File: src/rtl/iter_pkg.sv
// Shared definitions for the iterator family.
//
// Contents:
//   iter_state_t - two-state run control (IDLE, RUN) used by the iterators.
//   iter_clamp   - limits a start value to a maximum. Callers zero-extend
//                  their operands, so one function serves every width.
package iter_pkg;

  typedef enum logic {
    IDLE = 1'b0,
    RUN  = 1'b1
  } iter_state_t;

  // Returns value, or max_value when value is larger. Both operands are
  // unsigned and are compared at their full width.
  function automatic logic [31:0] iter_clamp(input logic [31:0] value,
                                             input logic [31:0] max_value);
    return (value > max_value) ? max_value : value;
  endfunction

endpackage

File: src/rtl/iter_countdown.sv
// Runtime-loadable down-counting iterator.
//
// A producer loads a start value through a valid/ready handshake. Start
// values above MAX_VALUE are clamped to MAX_VALUE. Each cycle that `dec` is
// high while a run is active, `val` steps down by one. `abort` ends a run
// immediately, and it has priority over `dec`.
//
// Build option: ITER_COUNTDOWN_RELOAD_EN
//   When defined, `dec` at val==0 reloads the stored start value and the run
//   continues, so the count wraps around.
//   When undefined, `dec` at val==0 ends the run. The block returns to IDLE
//   with val=0, so each load gives a single-shot run.
//
// Ports:
//   clk        in   system clock, rising edge
//   reset      in   asynchronous, active-high reset
//   load_valid in   producer offers a start value
//   load_val   in   start value, sampled only on a handshake [WIDTH]
//   load_ready out  high only in IDLE
//   dec        in   step request, one decrement per cycle it is high
//   abort      in   end the current run and return to IDLE
//   val        out  current iterator value [WIDTH]
//   done       out  busy and val==0
//   busy       out  a run is in progress
module iter_countdown
  import iter_pkg::*;
#(
  parameter int MAX_VALUE = 10,
  parameter int WIDTH     = $clog2(MAX_VALUE + 1)
) (
  input  logic             clk,
  input  logic             reset,
  input  logic             load_valid,
  input  logic [WIDTH-1:0] load_val,
  output logic             load_ready,
  input  logic             dec,
  input  logic             abort,
  output logic [WIDTH-1:0] val,
  output logic             done,
  output logic             busy
);

  // The clamp compare uses WIDTH+1 bits so that MAX_VALUE is always
  // representable, even when it equals the largest WIDTH-bit value.
  localparam logic [WIDTH:0] MAX_EXT = (WIDTH + 1)'(MAX_VALUE);

  iter_state_t      state_q, state_d;
  logic [WIDTH-1:0] val_q, val_d;
  logic [WIDTH-1:0] start_q, start_d;
  logic [WIDTH:0]   load_ext;
  logic [WIDTH-1:0] load_clamped;

  assign load_ext     = {1'b0, load_val};
  assign load_clamped = WIDTH'(iter_clamp(32'(load_ext), 32'(MAX_EXT)));

  // Outputs are decoded from registers only. No input reaches an output
  // combinationally.
  assign load_ready = (state_q == IDLE);
  assign busy       = (state_q == RUN);
  assign done       = busy && (val_q == '0);
  assign val        = val_q;

  always_comb begin
    state_d = state_q;
    val_d   = val_q;
    start_d = start_q;
    case (state_q)
      IDLE: begin
        // In IDLE, dec and abort are ignored. A load always wins.
        if (load_valid) begin
          start_d = load_clamped;
          val_d   = load_clamped;
          state_d = RUN;
        end
      end
      RUN: begin
        if (abort) begin
          state_d = IDLE;
          val_d   = '0;
        end else if (dec) begin
          // The zero case is decoded before the subtract, so val never wraps
          // below zero.
          if (val_q != '0) begin
            val_d = val_q - WIDTH'(1);
          end else begin
`ifdef ITER_COUNTDOWN_RELOAD_EN
            val_d = start_q;
`else
            state_d = IDLE;
            val_d   = '0;
`endif
          end
        end
      end
      default: begin
        state_d = IDLE;
        val_d   = '0;
      end
    endcase
  end

  always_ff @(posedge clk or posedge reset) begin
    if (reset) begin
      state_q <= IDLE;
      val_q   <= '0;
      start_q <= '0;
    end else begin
      state_q <= state_d;
      val_q   <= val_d;
      start_q <= start_d;
    end
  end

endmodule

File: config.mk
export PLATFORM = sky130hd
export DESIGN_NAME = iter_countdown
export DESIGN_NICKNAME = d
export VERILOG_FILES = /design/src/rtl/iter_pkg.sv /design/src/rtl/iter_countdown.sv
export SDC_FILE = /design/constraint.sdc
export NUM_CORES = 1
export LEC_CHECK = 0
export ABC_CLOCK_PERIOD_IN_PS = 3100
export CORE_AREA = 5 5 42 44
export CTS_BUF_LIST = sky130_fd_sc_hd__clkbuf_2
export CTS_CLUSTER_DIAMETER = 60
export DETAILED_ROUTE_END_ITERATION = 10
export DIE_AREA = 0 0 47 49
export PLACE_DENSITY_LB_ADDON = 0.15
export RECOVER_POWER = 50
export SLEW_MARGIN = 20
export SYNTH_ARGS = -nofsm -noshare
export SYNTH_HDL_FRONTEND = slang
export SYNTH_SLANG_ARGS = --single-unit
export TNS_END_PERCENT = 10
File: constraint.sdc
create_clock -name clk -period 3.1 [get_ports clk]
set_input_delay 0.62 -clock clk [delete_from_list [all_inputs] [get_ports clk]]
set_output_delay 0.62 -clock clk [all_outputs]
set_load 0.01 [all_outputs]
==> metrics <==
outcome=completed; max-slew violation count=0; reg2reg path depth=3; synthesized area per cell=9.43 µm²; Cell Rows=14; DP Area=553 µm²; Net Count, Synth=52; dpl hpwl=840 µm; max_slew headroom=66.4%; drt via density=4.91; Total GRT Usage=10.0%; WP depth=5; Die X=47 µm; Iteration-0 DRC Markers=9; CP delay by family, top=buffers and inverters; Crit-path slowest cell=clkdlybuf4s50_1; CTS tree=done; Worst setup EP type=output pin; slew at the pin with the worst max-slew slack=503 ps; final net count=72; Die Y=49 µm; global-route wire length before repair=1.62 mm; wire per inst=13.3 µm; total number of yosys warnings=0; IO Pins=16; Worst R2R Setup Slack=1450 ps; Clock Latency Late Sink=210 ps; GRT overflow=0; post-route ant nets=0; clock buffer depth=2; Worst Clk Skew=4.44 ps; Hold Path End=val[3]; Crit path arrival time=1840 ps; number of enable flip-flop cells after synthesis=0; CTS sink count=5; Main synth FF type=dfrtp_1; Max-Cap Viols=0; Post-Layout Cell Count=76; Final min period=2460 ps; CP startpoint kind=flip-flop; Power Dens Cells=896 nW/µm²; period utilisation layout=79.4%; Leakage=0.235 nW; I/O Buffers=15; commonest cells in the netlist=5 x dfrtp_1, 5 x inv_1, 3 x nor2_1, 3 x o21ai_0; maximum VDD drop=414 µV; FF+latch count, synth=5; Core Region=1400 µm²; Hold Crit Start=val[3]; critical-path cell list=inv_1, ha_1, nor3b_1, and2_1, clkdlybuf4s50_1; WP buf/inv=2; RR Startpoint=busy; Critical Path Max Stage Delay=530 ps; total CTS buffers=3; Synth Instances=41; placer's final routability congestion estimate=0.748; post-CTS resize count=0; min-delay worst type=flip-flop to flip-flop; drt total wl=1.01 mm; overall power=0.501 mW; largest net degree at the start of global routing=12; DRC=0; Initial Utilization=27.6%; pre-CTS setup slack=822 ps; Post-CTS Hold Buffers=0; WHS=596 ps; Max Fclk=406 MHz; layout cell share with drive strength beyond 1=10.0%; setup_tns=0 ps; DIE AREA=2300 µm²; CTS root buf=clkbuf_2; Cells on Worst Hold Path=2; Layout area overhead=44.7%; crit path kind=flip-flop to output pin; via count=373; post-route cell area=559 µm²; vias in the first global route=367; placed cell count=72; clock-pin slew on the worst setup and hold paths=60 ps; # diodes=0; RSZ-0062 raised after global routing=false; final worst slack=638 ps; crit path max fanout=5; Crit path required time=2480 ps; sequential area share after synthesis=32.4%; Post CTS Setup Buffer Count=0; Hold Vio Cnt, Final=0; fraction of registers with async set/reset=100%; count of cell types in the netlist=25; worst reg2reg path endpoint=val[1]; share of the synthesized area in the top cell type=32.4%; Util after Layout=39.9%; Initial DRT Pass Iterations=4; Post-Syn Area=387 µm²; initial antenna violation count=0; final setup violation count=0; CTS H-tree lvls=1; ranking of synthesized cells by area=dfrtp_1 32%, ha_1 6.5%, inv_1 4.9%; Synth area leader=dfrtp_1
## cells by family after synthesis
kind of cell               after synthesis  share of synthesized area, %
buffers and inverters                    6                          7.77
adders and majority gates                2                          6.47
muxes                                    1                          2.59
AOI/OAI and AO/OA                       13                          24.6
and+or+nand+nor                         14                          26.2
DFF                                      5                          32.4
## cell type report
class,count,area [µm²]
Multi-Input combinational cell,30,218
Tap cell,16,20.0
Inverter,5,18.8
Sequential cell,5,125
Fill cell,160,842
Clock buffer,4,20.0
Timing Repair Buffer,16,158
## worst max-delay path by stage
stage | start | to
2_1_floorplan | val[0] | done
3_3_place_gp | val[0] | done
3_5_place_dp | val[0] | done
4_1_cts | val[0] | done
5_1_grt | val[0] | done
6_report | val[0] | done
## report_power, final
group          leakage, nW  internal [mW]  total [mW]  switching (mW)
registers           0.0619         0.0956       0.140          0.0447
clock network       0.0166         0.0341      0.0598          0.0257
logic                0.157          0.167       0.301           0.135
total                0.235          0.296       0.501           0.205
## placed cells by master, fill, tap and decap left out
cell and instances:
a211oi_1 1, a21oi_1 2, a22oi_2 1, a2bb2oi_1 1
a311oi_1 1, a32oi_1 1, and2_1 1, buf_4 1
clkbuf_2 4, clkdlybuf4s50_1 13, dfrtp_1 5, dlygate4sd3_1 2
ha_1 2, inv_1 5, mux2i_1 1, nand2b_1 1
nand4bb_1 1, nor2_1 3, nor2b_1 1, nor3_1 1
nor3b_1 3, o21ai_0 3, o22ai_1 1, o31ai_1 1
o32a_1 1, or2_0 1, or3_1 2
## tightest hold or removal path, cell delays in order (launching register included)
cell and delay, ps:
dfrtp_1 410, inv_1 70, o22ai_1 70
## registers in the layout, summed over array words and instances, names as in the netlist
signal / flops
busy: 1
val: 4
## per-layer routing
layer | GRT usage (%) | part of all wire, % | up-vias | routed length, µm
met5 | 0 | 0 | - | 0
met4 | 2.76 | 0 | 0 | 0
met3 | 5.54 | 7.0 | 0 | 71
met2 | 14.5 | 50 | 14 | 504
met1 | 12.6 | 43 | 170 | 434
li1 | - | - | 189 | -
Power figures use the tool's default switching activity.
